## src/rtl/logic_pkg.sv

```systemverilog
// Shared op codes for the NAND-derived logic unit.
// Imported by the core and the pipe wrapper.
package logic_pkg;

   localparam int OP_W = 3;

   typedef enum logic [OP_W-1:0] {
      OP_NAND,
      OP_AND,
      OP_OR,
      OP_NOR,
      OP_XOR,
      OP_XNOR,
      OP_NOT_A,
      OP_PASS_A
   } op_e;

endpackage

```

## src/rtl/_Nand.sv

```systemverilog
// 1-bit NAND primitive.
// Every logic op in the unit is built from this cell.
module _Nand (
   input  logic a,
   input  logic b,
   output logic out
);

   assign out = ~(a & b);

endmodule

```

## src/rtl/nand_logic_core.sv

```systemverilog
// Combinational WIDTH-bit logic unit built from NAND cells.
// Produces result plus zero/negative flags.
module nand_logic_core
   import logic_pkg::*;
#(
   parameter int WIDTH = 16
) (
   input  logic [WIDTH-1:0] a,
   input  logic [WIDTH-1:0] b,
   input  op_e              op,
   output logic [WIDTH-1:0] res,
   output logic             zr,
   output logic             ng
);

   logic [WIDTH-1:0] nand_v;
   logic [WIDTH-1:0] and_v;
   logic [WIDTH-1:0] or_v;
   logic [WIDTH-1:0] nor_v;
   logic [WIDTH-1:0] xor_v;
   logic [WIDTH-1:0] xnor_v;
   logic [WIDTH-1:0] nota_v;

   for (genvar i = 0; i < WIDTH; i++) begin : g_bit
      logic n_ab;
      logic n_aa;
      logic n_bb;
      logic t_a;
      logic t_b;
      logic x_ab;
      logic o_ab;

      _Nand u_ab (.a(a[i]), .b(b[i]), .out(n_ab));
      _Nand u_aa (.a(a[i]), .b(a[i]), .out(n_aa));
      _Nand u_bb (.a(b[i]), .b(b[i]), .out(n_bb));
      _Nand u_an (.a(n_ab), .b(n_ab), .out(and_v[i]));
      _Nand u_or (.a(n_aa), .b(n_bb), .out(o_ab));
      _Nand u_nr (.a(o_ab), .b(o_ab), .out(nor_v[i]));
      // classic four-NAND XOR
      _Nand u_ta (.a(a[i]), .b(n_ab), .out(t_a));
      _Nand u_tb (.a(b[i]), .b(n_ab), .out(t_b));
      _Nand u_xo (.a(t_a), .b(t_b), .out(x_ab));
      _Nand u_xn (.a(x_ab), .b(x_ab), .out(xnor_v[i]));

      assign nand_v[i] = n_ab;
      assign or_v[i]   = o_ab;
      assign xor_v[i]  = x_ab;
      assign nota_v[i] = n_aa;
   end

   always_comb begin
      res = '0;
      unique case (op)
         OP_NAND:   res = nand_v;
         OP_AND:    res = and_v;
         OP_OR:     res = or_v;
         OP_NOR:    res = nor_v;
         OP_XOR:    res = xor_v;
         OP_XNOR:   res = xnor_v;
         OP_NOT_A:  res = nota_v;
         OP_PASS_A: res = a;
         default:   res = '0;
      endcase
   end

   assign zr = (res == '0);
   assign ng = res[WIDTH-1];

endmodule

```

## src/rtl/nand_logic_pipe.sv

```systemverilog
// Registered NAND logic unit with valid/ready handshake.
// Two-entry in-order result buffer absorbs backpressure.
module nand_logic_pipe
   import logic_pkg::*;
#(
   parameter int WIDTH = 16
) (
   input  logic             clk,
   input  logic             rst_n,
   input  logic             in_valid,
   output logic             in_ready,
   input  logic [WIDTH-1:0] a,
   input  logic [WIDTH-1:0] b,
   input  op_e              op,
   output logic             out_valid,
   input  logic             out_ready,
   output logic [WIDTH-1:0] out,
   output logic             zr,
   output logic             ng
);

   typedef struct packed {
      logic [WIDTH-1:0] res;
      logic             zr;
      logic             ng;
   } ent_t;

   ent_t       head;
   ent_t       tail;
   ent_t       nxt;
   logic [1:0] count;
   logic       push;
   logic       pop;

   logic [WIDTH-1:0] c_res;
   logic             c_zr;
   logic             c_ng;

   nand_logic_core #(
      .WIDTH(WIDTH)
   ) u_core (
      .a  (a),
      .b  (b),
      .op (op),
      .res(c_res),
      .zr (c_zr),
      .ng (c_ng)
   );

   assign nxt = '{res: c_res, zr: c_zr, ng: c_ng};

   // registered count only, so out_ready never reaches in_ready
   assign in_ready  = rst_n && (count != 2'd2);
   assign out_valid = (count != 2'd0);
   assign push      = in_valid && in_ready;
   assign pop       = out_valid && out_ready;

   always_ff @(posedge clk or negedge rst_n) begin
      if (!rst_n) begin
         count <= 2'd0;
         head  <= '0;
         tail  <= '0;
      end else begin
         unique case (1'b1)
            push && !pop: begin
               if (count == 2'd0) head <= nxt;
               else               tail <= nxt;
               count <= count + 2'd1;
            end
            pop && !push: begin
               head  <= tail;
               count <= count - 2'd1;
            end
            push && pop: head <= nxt;
            default: ;
         endcase
      end
   end

   assign out = head.res;
   assign zr  = head.zr;
   assign ng  = head.ng;

endmodule
```

## config.mk

```make
export PLATFORM = sky130hd
export DESIGN_NAME = nand_logic_pipe
export DESIGN_NICKNAME = d
export VERILOG_FILES = /design/src/rtl/logic_pkg.sv /design/src/rtl/_Nand.sv /design/src/rtl/nand_logic_core.sv /design/src/rtl/nand_logic_pipe.sv
export SDC_FILE = /design/constraint.sdc
export NUM_CORES = 1
export LEC_CHECK = 0
export CAP_MARGIN = 20
export CORE_UTILIZATION = 57
export DETAILED_ROUTE_END_ITERATION = 7
export PLACE_DENSITY = 0.87
export SYNTH_ARGS = -nofsm -noshare
export SYNTH_HDL_FRONTEND = slang
export SYNTH_SLANG_ARGS = --single-unit
```

## constraint.sdc

```tcl
create_clock -name clk -period 3.8 [get_ports clk]
set_input_delay 0.57 -clock clk [delete_from_list [all_inputs] [get_ports clk]]
set_output_delay 0.57 -clock clk [all_outputs]
set_load 0.02 [all_outputs]
```

**Yosys cells after proc, flatten, opt, wreduce, memory -nomap -nowiden**

Cells that the tools add are included.

- Register bits after elaboration: 38
- Output and inout bits: 20

- Reduce and logical (&&, ||, !) cells: 16
- Equality and inequality tests: 9
- Add/sub/neg operators: 2
- Bitwise operators: 193
- Muxes and demuxes: 4

Operators by type and width:

| kind | number |
|---|---|
| 16-bit one-hot mux with 8 select lines | 1 |
| 1-bit inverter | 113 |
| 1-bit bitwise AND | 80 |
| 18-bit one-hot mux with 3 select lines | 1 |
| 18-bit two-way mux | 1 |
| 16-bit logical NOT | 1 |
| 3-bit == test, second input constant | 4 |
| 3-bit by 2-bit == test with 1-bit output, second input constant | 2 |
| 1-bit logical AND | 6 |
| 2-bit one-hot mux with 2 select lines | 1 |
| 2-bit AND reduction | 2 |
| 2-bit nonzero test | 2 |
| 3-bit by 1-bit == test with 1-bit output, second input constant | 1 |
| 3-bit logical NOT | 1 |
| 3-bit nonzero test | 1 |
| 2-bit by 1-bit adder with 2-bit output, second input constant | 1 |
| 1-bit logical NOT | 2 |
| 2-bit logical NOT | 1 |
| 2-bit by 1-bit != test with 1-bit output, second input constant | 1 |
| 2-bit != test, second input constant | 1 |
| 2-bit by 1-bit subtractor with 2-bit output, second input constant | 1 |

**Logic depth before layout (Yosys ltp)**

- Depth after elaboration: 10
- Gate-level depth with buffers: 10
- Mapped depth without buffers: 9

**Modules after synthesis**

From an unflattened synthesis, not the netlist that was laid out.

- Cells, all modules: 408
- Area total of the unflattened synthesis: 3,463.3 µm²

By module, submodules not included:

| module | instances | sequential area each (µm²) | cells each | area each (µm²) |
|---|---|---|---|---|
| nand_logic_pipe | 1 | 950.9 | 112 | 1,767.9 |
| nand_logic_core | 1 | 0.0 | 136 | 1,094.8 |
| _Nand | 160 | 0.0 | 1 | 3.8 |

**Worst setup path before layout**

No wires, ideal clock.

- Kind: input to register
- Start: input rst_n
- End: register head, in the netlist out[10]
- Required time: 3.666 ns
- Setup slack: 1.292 ns
- Path buffers: 2
- Arrival time: 2.374 ns
- Stages: 8
- Cells stage by stage: a21boi_0 > nand2_1 > ha_1 > clkbuf_1 > clkinv_1 > clkbuf_1 > mux2i_1 > o21ai_0

- Cells in the longest elaborated chain, start to end: 6
- Elaborated cells between the ends (all ways): 10
- Classes of those cells: eq/ne: 1; mux: 1; reduce/logical: 8

Ends and longest elaborated chain:

| element | RTL line | RTL |
|---|---|---|
| start, declared | nand_logic_pipe.sv:9 | `input logic rst_n,` |
| 1-bit logical AND (*) | nand_logic_pipe.sv:53 | `assign in_ready = rst_n && (count != 2'd2);` |
| 1-bit logical AND (*) | nand_logic_pipe.sv:55 | `assign push = in_valid && in_ready;` |
| 1-bit logical NOT | nand_logic_pipe.sv:70 | `pop && !push: begin` |
| 1-bit logical AND | nand_logic_pipe.sv:70 |  |
| 3-bit nonzero test (no source line) | n/a |  |
| 2-bit AND reduction (no source line) | n/a |  |
| end signal, assigned | nand_logic_pipe.sv:66 | `if (count == 2'd0) head <= nxt;` |
| end signal, assigned | nand_logic_pipe.sv:71 | `head <= tail;` |
| end signal, assigned | nand_logic_pipe.sv:74 | `push && pop: head <= nxt;` |
| end, declared | nand_logic_pipe.sv:28 | `ent_t head;` |

Every way passes the cells marked *; elsewhere a longest branch is shown, timed or not.
A chain may end at the register's enable or synchronous reset.

**Worst setup path in the final report**

- Start: input op[0]
- End: register head, in the netlist zr

- Cells in the longest elaborated chain, start to end: 5
- Elaborated cells between the ends (all ways): 12
- Classes of those cells: eq/ne: 7; mux: 3; reduce/logical: 2

Ends and longest elaborated chain:

| element | RTL line | RTL |
|---|---|---|
| start, declared | nand_logic_pipe.sv:14 | `input op_e op,` |
| 3-bit == test, or another cell as far along | nand_logic_core.sv:53 | `unique case (op)` |
| 16-bit one-hot mux with 8 select lines (*) | nand_logic_core.sv:53 |  |
| 16-bit logical NOT (*) | nand_logic_core.sv:66 | `assign zr = (res == '0);` |
| 18-bit two-way mux | nand_logic_pipe.sv:66 |  |
| 18-bit one-hot mux with 3 select lines (*) | nand_logic_pipe.sv:64 | `unique case (1'b1)` |

Every way passes the cells marked *; elsewhere a longest branch is shown, timed or not. The select of a mux whose other input is x is not followed.

==> metrics.txt <==
# TYPE chip_impl_metric gauge
chip_impl_info{name="clockRootBuffer",value="clkbuf_8"} 1
chip_impl_metric{name="worst-slew-pin-transition",unit="ns"} 0.9092
chip_impl_metric{name="detail_route.first_pass.iterations",unit=""} 4
chip_impl_metric{name="number_of_enable_type_register_cells_in_the_synthesized_netlist",unit=""} 0
chip_impl_info{name="run_status",value="complete, no violations"} 1
chip_impl_metric{name="grt_antenna_before_repair",unit=""} 0
chip_impl_metric{name="cts.path.max_buffers",unit=""} 2
chip_impl_info{name="cp-end-kind",value="flip-flop"} 1
chip_impl_info{name="mostFrequentLayoutCell",value="clkdlybuf4s50_1"} 1
chip_impl_metric{name="cellPowerDensity",unit="nW/um^2"} 470.6
chip_impl_metric{name="synthDistinctLibCells",unit=""} 49
chip_impl_metric{name="synth_compound_area_share",unit="%"} 18.31
chip_impl_metric{name="post_route_cells_drive_above_1_share",unit="%"} 8.216
chip_impl_metric{name="antenna-diode-count",unit=""} 0
chip_impl_metric{name="number_of_endpoints_failing_setup_at_the_final_stage",unit=""} 0
chip_impl_metric{name="ys_ff_latch",unit=""} 36
chip_impl_metric{name="grt_overflow_total",unit=""} 0
chip_impl_metric{name="detail_route.drc_violations",unit=""} 0
chip_impl_metric{name="leakage",unit="nW"} 1.830
chip_impl_metric{name="gate_count_post_synth",unit=""} 376
chip_impl_metric{name="timing.slew.headroom",unit="%"} 39.39
chip_impl_metric{name="floorplan.initialDensity",unit="%"} 60.54
chip_impl_metric{name="synth-xor-area-share",unit="%"} 4.696
chip_impl_metric{name="postLayoutCoreUtil",unit="%"} 73.98
chip_impl_metric{name="wl",unit="um"} 6718
chip_impl_metric{name="synthesis.area_per_instance",unit="um^2"} 8.432
chip_impl_metric{name="postSynth.asyncResetShare",unit="%"} 100.0
chip_impl_info{name="layout_common_cells",value="58 x clkdlybuf4s50_1, 48 x nand2_1, 41 x inv_1"} 1
chip_impl_metric{name="synth_adder_area_share",unit="%"} 13.42
chip_impl_info{name="cts_tree",value="built"} 1
chip_impl_metric{name="postCtsHoldBufs",unit=""} 0
chip_impl_metric{name="finalNetCount",unit=""} 498
chip_impl_metric{name="cts_max_level",unit=""} 2
chip_impl_metric{name="port_buffers",unit=""} 58
chip_impl_metric{name="timing.final.crit_share",unit="%"} 73.80
chip_impl_metric{name="cap_violations",unit=""} 0
chip_impl_metric{name="simple_gate_share_of_the_synthesized_area",unit="%"} 16.93
chip_impl_metric{name="max-vdd-ir-drop",unit="mV"} 0.3480
chip_impl_metric{name="via_per_inst",unit=""} 5.560
chip_impl_metric{name="post_cts.resized_instances",unit=""} 0
chip_impl_info{name="worst-setup-path-type",value="input port to flip-flop"} 1
chip_impl_metric{name="post_synth_instance_area",unit="um^2"} 3171
chip_impl_metric{name="die_height",unit="um"} 76.58
chip_impl_metric{name="final.setup.tns",unit="ns"} 0
chip_impl_metric{name="yosys_warnings",unit=""} 0
chip_impl_metric{name="synthesis.nets",unit=""} 449
chip_impl_metric{name="chipWidth",unit="um"} 76.58
chip_impl_metric{name="crit_path_max_fo",unit=""} 14
chip_impl_metric{name="critPathArrivalTime",unit="ns"} 3.00
chip_impl_metric{name="cts_made_buffers",unit=""} 5
chip_impl_metric{name="fin_crit",unit="ns"} 2.804
chip_impl_metric{name="max_freq",unit="GHz"} 0.3566
chip_impl_metric{name="clock-sinks",unit=""} 36
chip_impl_metric{name="detailedPlacementHpwl",unit="um"} 5211
chip_impl_metric{name="die_area",unit="um^2"} 5865
chip_impl_metric{name="post_cts.repair.setup_buffers",unit=""} 0
chip_impl_metric{name="cp.required",unit="ns"} 3.99
chip_impl_metric{name="seq_area_frac_synth",unit="%"} 28.41
chip_impl_metric{name="grt_start_max_net_pins",unit=""} 45
chip_impl_metric{name="global_route_wire_length_before_repair",unit="um"} 11920
chip_impl_metric{name="global_route_usage_sum",unit="%"} 25.10
chip_impl_info{name="synthFlopType",value="dfrtp_1"} 1
chip_impl_metric{name="post_synth_mux_area_share",unit="%"} 8.998
chip_impl_metric{name="ant_nets",unit=""} 0
chip_impl_metric{name="timing_hold_violations_final",unit=""} 0
chip_impl_metric{name="gp_congestion",unit=""} 0.8641
chip_impl_metric{name="detailroute.via_count",unit=""} 2758
chip_impl_metric{name="placeable_area",unit="um^2"} 5238
chip_impl_metric{name="first_iter_violations",unit=""} 176
chip_impl_info{name="grt_setup_unrepaired",value="no"} 1
chip_impl_info{name="start_kind",value="input port"} 1
chip_impl_metric{name="first_global_vias",unit=""} 2666
chip_impl_metric{name="worst_setup_hold_path_clk_slew",unit="ns"} 0.07
chip_impl_metric{name="rows",unit=""} 26
chip_impl_metric{name="synthToLayoutAreaGrowth",unit="%"} 22.22
chip_impl_info{name="largest_family_of_logic_cells_by_synthesized_area",value="compound AO/OA/AOI/OAI gates"} 1
chip_impl_metric{name="fin_total_pwr",unit="mW"} 1.824
chip_impl_metric{name="fin_worst_skew",unit="ns"} 0.001618
chip_impl_info{name="min-delay-path-class",value="flip-flop to flip-flop"} 1
chip_impl_metric{name="routed_wire_length_per_instance",unit="um"} 13.54
chip_impl_metric{name="clk_lat_worst_skew",unit="ns"} 0.29
chip_impl_metric{name="io-pin-count",unit=""} 59
chip_impl_metric{name="report.final.slew_viol_count",unit=""} 0
chip_impl_metric{name="ff2ff_setup_slack",unit="ns"} 1.53
[critical path: stages]
cell	delay, ns
clkdlybuf4s50_1	0.71
buf_4	0.29
nor2_1	0.11
a221oi_2	0.29
nand3b_1	0.17
o22a_1	0.25
nor4_2	0.22
nand4_1	0.15
o31ai_2	0.23
[flip-flops by register name, summed over array words and instances (netlist names)]
signal  cells
count       2
zr          1
out        16
tail       17
[final cells by class]
cell class                 count  area (um^2)
multi-input combinational    274         1977
fill                         384         1363
sequential                    36        900.9
timing repair buffer          65        658.1
inverter                      43        161.4
clock buffer                   8        90.09
tap                           70        87.58
[worst paths after layout]
path | start | endpoint | cells past startpoint
min | tail[16] | tail[16] | 2
max in group asynchronous | rst_n | out[5] | 2
min in group asynchronous | rst_n | tail[9] | 2
max | op[0] | zr | 9
max reg2reg | count[0] | out[5] | 9
min reg2reg | tail[16] | tail[16] | 2
[report_power, final]
group	leakage (nW)	switching, mW	total [mW]	internal [mW]
logic	1.34	0.474	0.902	0.428
registers	0.448	0.0902	0.648	0.558
clock network	0.0455	0.127	0.274	0.148
[per-stage QoR]
stage / hold slack, ns / setup slack [ns] / instance area (um^2) / std cells
floorplan: 0.2744 / 1.292 / 3171 / 376
global placement: 0.4564 / 0.7785 / 3785 / 488
detailed placement: 0.4651 / 0.7319 / 3785 / 488
CTS: 0.4811 / 1.036 / 3875 / 496
global route: 0.5028 / 0.8372 / 3875 / 496
finish: 0.4815 / 0.9956 / 3875 / 496
[logic make-up after synthesis]
kind of cell / after synthesis
adders and majority gates: 34
AOI/OAI and AO/OA: 91
buffers and inverters: 66
and+or+nand+nor: 110
muxes: 22
xor gates and xnor gates: 17
DFF: 36
[metal layers]
layer	GRT usage, %	part of all wire, %
met5	0	0
met4	9.231	1.4
met3	3.952	4.3
met2	41.89	49
met1	32.70	45
[cells in the mapped netlist (all sizes together), types with 2 or more instances]
cell type | count | share of area (%)
a211o | 3 | 0.83
a21o | 6 | 1.4
a21oi | 16 | 2.5
a221oi | 4 | 1.5
a22oi | 4 | 0.95
a31oi | 2 | 0.39
a32oi | 3 | 0.83
and2 | 4 | 0.87
buf | 15 | 3.1
clkbuf | 8 | 1.1
clkinv | 2 | 0.24
dfrtp | 36 | 28
ha | 34 | 13
inv | 41 | 4.9
mux2 | 9 | 3.2
mux2i | 9 | 2.8
mux4 | 4 | 3.0
nand2 | 48 | 5.7
nand2b | 5 | 0.99
nand3b | 2 | 0.47
nor2 | 16 | 1.9
nor2b | 11 | 2.2
nor3 | 7 | 1.3
o21ai | 37 | 5.8
o221ai | 3 | 0.83
o22a | 2 | 0.55
o22ai | 6 | 1.2
or2 | 6 | 1.2
or3 | 7 | 1.4
xnor2 | 12 | 3.3
xor2 | 5 | 1.4
Power figures use the tool's default switching activity.
==> edit 1: new RTL, same flow settings <==
`WIDTH` is set to 16 in 2 places; all go to 24.
--- a/src/rtl/nand_logic_core.sv
+++ b/src/rtl/nand_logic_core.sv
@@ -3,7 +3,7 @@
 module nand_logic_core
    import logic_pkg::*;
 #(
-   parameter int WIDTH = 16
+   parameter int WIDTH = 24
 ) (
    input  logic [WIDTH-1:0] a,
    input  logic [WIDTH-1:0] b,
--- a/src/rtl/nand_logic_pipe.sv
+++ b/src/rtl/nand_logic_pipe.sv
@@ -3,7 +3,7 @@
 module nand_logic_pipe
    import logic_pkg::*;
 #(
-   parameter int WIDTH = 16
+   parameter int WIDTH = 24
 ) (
    input  logic             clk,
    input  logic             rst_n,
Ports: changed (resized a, b and out); port bits go from 59 to 83. The function was not compared with the original's and may differ.
==> edit 1 against the unedited design <==
Wire length grew 52%; combinational power grew 44%; via count grew 43%; critical endpoint unchanged; first-iteration DRC count grew 54%; count of clock-buffer cells in the layout shrank 2; sequential cell count grew 16; setup slack gained 0.096 ns; sequential share of layout area grew 0.081 points; synthesized area grew 48%; cell area grew 44%; power grew 40%.
==> edit 1: results (changes against the unedited design) <==
Critical Path Fanout Max=18 (+4); dpl ws=0.768 ns (+0.0356 ns); routed wire length=10200 µm (+52%); number of non-clock inverters in the layout=69 (+60%); multiplexer share of the synthesized area=9.50% (+0.50 points); clk_skew=0.00836 ns (+0.00674 ns); cell total after placement=683 (+40%); post-synthesis sequential area ratio=27.7% (-0.67 points); Final GP Congestion=0.847 (-2.0%); clock network area share=1.59% (-0.73 points); Non-clock buffering overhead=15.9% (-1.1 points); layout buffer count excluding clock buffers=91 (+40%); synthesized cell area=0.00469 mm² (+48%); max FFs per register=25 (+8); worst hold path class=input port to asynchronous set/reset pin; status=finished clean; All-Layer GR Usage=24.9% (-0.16 points); Worst Hold Slack=0.0535 ns (-0.428 ns); first-pass GRT wire length=17200 µm (+45%); fillers=598 (+56%); XOR/XNOR Fraction of Synth Area=4.11% (-0.59 points); R2R Setup Slk=1.70 ns (+0.17 ns); Clock buffer cells=6 (-2); Clk Latency, worst-skew pair=0.31 ns (+0.02 ns); via count=3946 (+43%); 1st-iter DRT viols=271 (+54%); layout cells sized above 1=9.85% (+1.6 points); Max Clk Rate=369 MHz (+3.6%); register area=0.00130 mm² (+44%); top cells by area, synth=dfrtp_1, ha_1, inv_1; multi-input logic area=0.00292 mm² (+47%); Yosys cell types=67 (+37%); P_leak=2.59 nW (+41%); Tightest Pin Transition=0.737 ns (-0.172 ns); Critical Path AT=2.93 ns (-0.07 ns); largest family of logic cells by synthesized area=simple AND/OR/NAND/NOR gates; Seq cells=52 (+44%)
[edit 1: cell types whose count changed after synthesis, moves of 10 or more]
cell     delta
inv_1      +28
dfrtp_1    +16
nor2_1     +11
o21ai_0    +10
ha_1       +16
[edit 1: power groups by stage]
stage | Sequential (W) | Clock, W | Combinational [W]
global placement | 0.000936 | 0 | 0.00125
floorplan | 0.00107 | 0 | 0.000681
detailed placement | 0.000952 | 0 | 0.00130
global route | 0.000969 | 0.000336 | 0.00143
finish | 0.000944 | 0.000313 | 0.00130
CTS | 0.000944 | 0.000315 | 0.00131
[edit 1: worst max-delay path, stage by stage]
cell	delay, ns
clkdlybuf4s50_1	0.69
buf_4	0.30
or3b_2	0.46
o221ai_1	0.08
a221o_1	0.23
o2111a_1	0.20
nand4_2	0.14
o31ai_2	0.26
[edit 1: layer usage]
metal / wire, µm / global-route usage [%]
met3: 433 / 3.28
met1: 4460 / 32.5
met4: 140 / 6.15
met5: 0 / 0
met2: 5180 / 43.8
==> edit 2: new RTL, same settings <==
Made on the original files. Make the reset (`rst_n`) synchronous in one clocked block.
--- a/src/rtl/nand_logic_pipe.sv
+++ b/src/rtl/nand_logic_pipe.sv
@@ -55,7 +55,7 @@
    assign push      = in_valid && in_ready;
    assign pop       = out_valid && out_ready;
 
-   always_ff @(posedge clk or negedge rst_n) begin
+   always_ff @(posedge clk) begin
       if (!rst_n) begin
          count <= 2'd0;
          head  <= '0;
Formal check against the unedited RTL: differs if rst_n is asserted again (counterexample within 4 cycles, from zero or initial values and one cycle with rst_n low); with rst_n held inactive, the same outputs for 4 cycles.
==> edit 2 against the unedited design <==
Via count increased by 12%; setup slack got worse by 0.31 ns; count of clock-buffer cells in the layout decreased by 3; core utilization decreased by 0.17 points; synthesized area increased by 0.43%; sequential power decreased by 18%; sequential share of layout area decreased by 4.6 points; cell area decreased by 0.23%; clock skew increased by 0.0017 ns; wire length increased by 7.9%; non-clock buffer count increased by 4; sequential cell count unchanged; power decreased by 13%.
==> edit 2: results (changes against the unedited design) <==
H-tree depth=2 (unchanged); Setup TNS=0 ns (unchanged); number of nets in the layout=530 (+6.4%); 1st-iter DRT viols=239 (+36%); clock buffer depth=2 (unchanged); vias in the first global route=2822 (+5.9%); DP HPWL=5480 µm (+5.2%); first-pass GRT wire length=12300 µm (+3.5%); post-synthesis sequential area ratio=22.6% (-5.8 points); total CTS buffers=5 (unchanged); Critical Path AT=3.32 ns (+0.32 ns); Setup Fix Bufs, Post-CTS=0 (unchanged); All-Layer GR Usage=25.3% (+0.22 points); Main synth FF type=dfxtp_1; Yosys cell types=50 (+2.0%); complex-gate fraction of the synthesized area=22.8% (+4.5 points); worst vdd ir=0.000289 V (-17%); Async SR Flop Fraction=0% (-100 points); Post-DP Area=0.00378 mm² (-0.17%); status=finished clean; leading cell types by count after synthesis=nand2_1, inv_1, dfxtp_1; pin count of the biggest net entering global routing=33 (-27%); P_leak=1.67 nW (-8.6%); YS warnings=0 (unchanged); dpl ws=0.442 ns (-0.290 ns); register with the most flip-flops=tail; Resized Gates After CTS=0 (unchanged); Vias/cell=5.84 (+4.9%); Clk Latency, worst-skew pair=0.29 ns (about the same); IO Port Bufs=58 (unchanged); die width=76.7 µm (+0.21%); multiplexer share of the synthesized area=5.46% (-3.5 points); Tightest Pin Transition=0.718 ns (-0.191 ns); worst hold path class=register to register; ANT cells=0 (unchanged); TritonRoute pass-1 iters=5 (+1); initial antenna violation count=0 (unchanged); Wirelength per Cell=13.7 µm (+1.3%); layout cells sized above 1=5.46% (-2.8 points); max FFs per register=17 (unchanged); Critical Path Fanout Max=21 (+7); XOR/XNOR Fraction of Synth Area=3.85% (-0.85 points); top cells by area, synth=dfxtp_1, ha_1, nand2_1; root buf cell=clkbuf_8; Final GP Congestion=0.830 (-3.9%); fillers=405 (+5.5%); Post-Synth Adder-Cell Area=13.4% (-0.058 points); clk_skew=0.00329 ns (+0.00167 ns); syn_nets=484 (+7.8%); Clock transition at path regs=0.07 ns (about the same)
edit 2: cell count changes after synthesis, moves of 7 or more:
cell / delta
dfxtp_1: +36
o211ai_1: +12
dfrtp_1: -36
a211oi_1: +16
o21ai_0: -20
clkbuf_1: +7
o211a_1: +7
nor2_1: +8
nand2b_1: +14
mux2_2: -8
nor3_1: +8
edit 2: area by class of cell:
cell class / count / area share [%]
clock inverters: 3 / 0.485
well taps: 70 / 2.27
multi-input cells: 299 / 55.2
flip-flops and latches: 36 / 18.6
repair buffers: 69 / 17.2
clock buffers: 5 / 1.78
inverters: 46 / 4.47
edit 2: final timing paths:
check / from / slack, ns / cells after the start / end
max: op[2] / 0.69 / 8 / tail[1]$_SDFFE_PN0P_
min: tail[6]$_SDFFE_PN0P_ / 0.46 / 2 / tail[6]$_SDFFE_PN0P_
max reg2reg: count[0]$_SDFFE_PN0P_ / 1.77 / 9 / zr$_SDFFE_PN0P_
min reg2reg: tail[6]$_SDFFE_PN0P_ / 0.46 / 2 / tail[6]$_SDFFE_PN0P_
edit 2: report_power, final:
part           total [W]  internal [W]  switching (W)
clock network   0.000263      0.000127       0.000136
logic           0.000787      0.000359       0.000427
registers       0.000532      0.000478      0.0000546
edit 2: cells by family (layout without fill, tap and decap cells):
family | after synthesis | after routing
AND/OR/NAND/NOR | 137 | 137
AO/OA/AOI/OAI | 104 | 104
buffers and inverters | 76 | 123
flip-flops | 36 | 36
adder cells (fa/ha/maj) | 34 | 34
XOR/XNOR | 14 | 14
multiplexers | 10 | 10
edit 2: layer usage:
metal	GRT usage (%)	wire length, µm
met5	0	0
met1	31.7	3310
met3	3.57	345
met4	9.81	172
met2	43.5	3420
edit 2: critical path, stage by stage:
cell and delay, ns:
clkdlybuf4s50_1 0.70, buf_4 0.31, nand2b_1 0.10, a221oi_1 0.38, o221ai_1 0.23, a22o_1 0.22
or4_1 0.56, o31ai_1 0.24
edit 2: per-stage QoR:
| stage | std cells | hold WS [ns] | util, % | total power, W |
|---|---|---|---|---|
| detailed placement | 520 | 0.447 | 72.1 | 0.00132 |
| global placement | 520 | 0.441 | 72.1 | 0.00129 |
| global route | 528 | 0.479 | 73.8 | 0.00169 |
| finish | 528 | 0.459 | 73.8 | 0.00158 |
| floorplan | 411 | 0.436 | - | 0.00103 |
| CTS | 528 | 0.457 | 73.8 | 0.00159 |
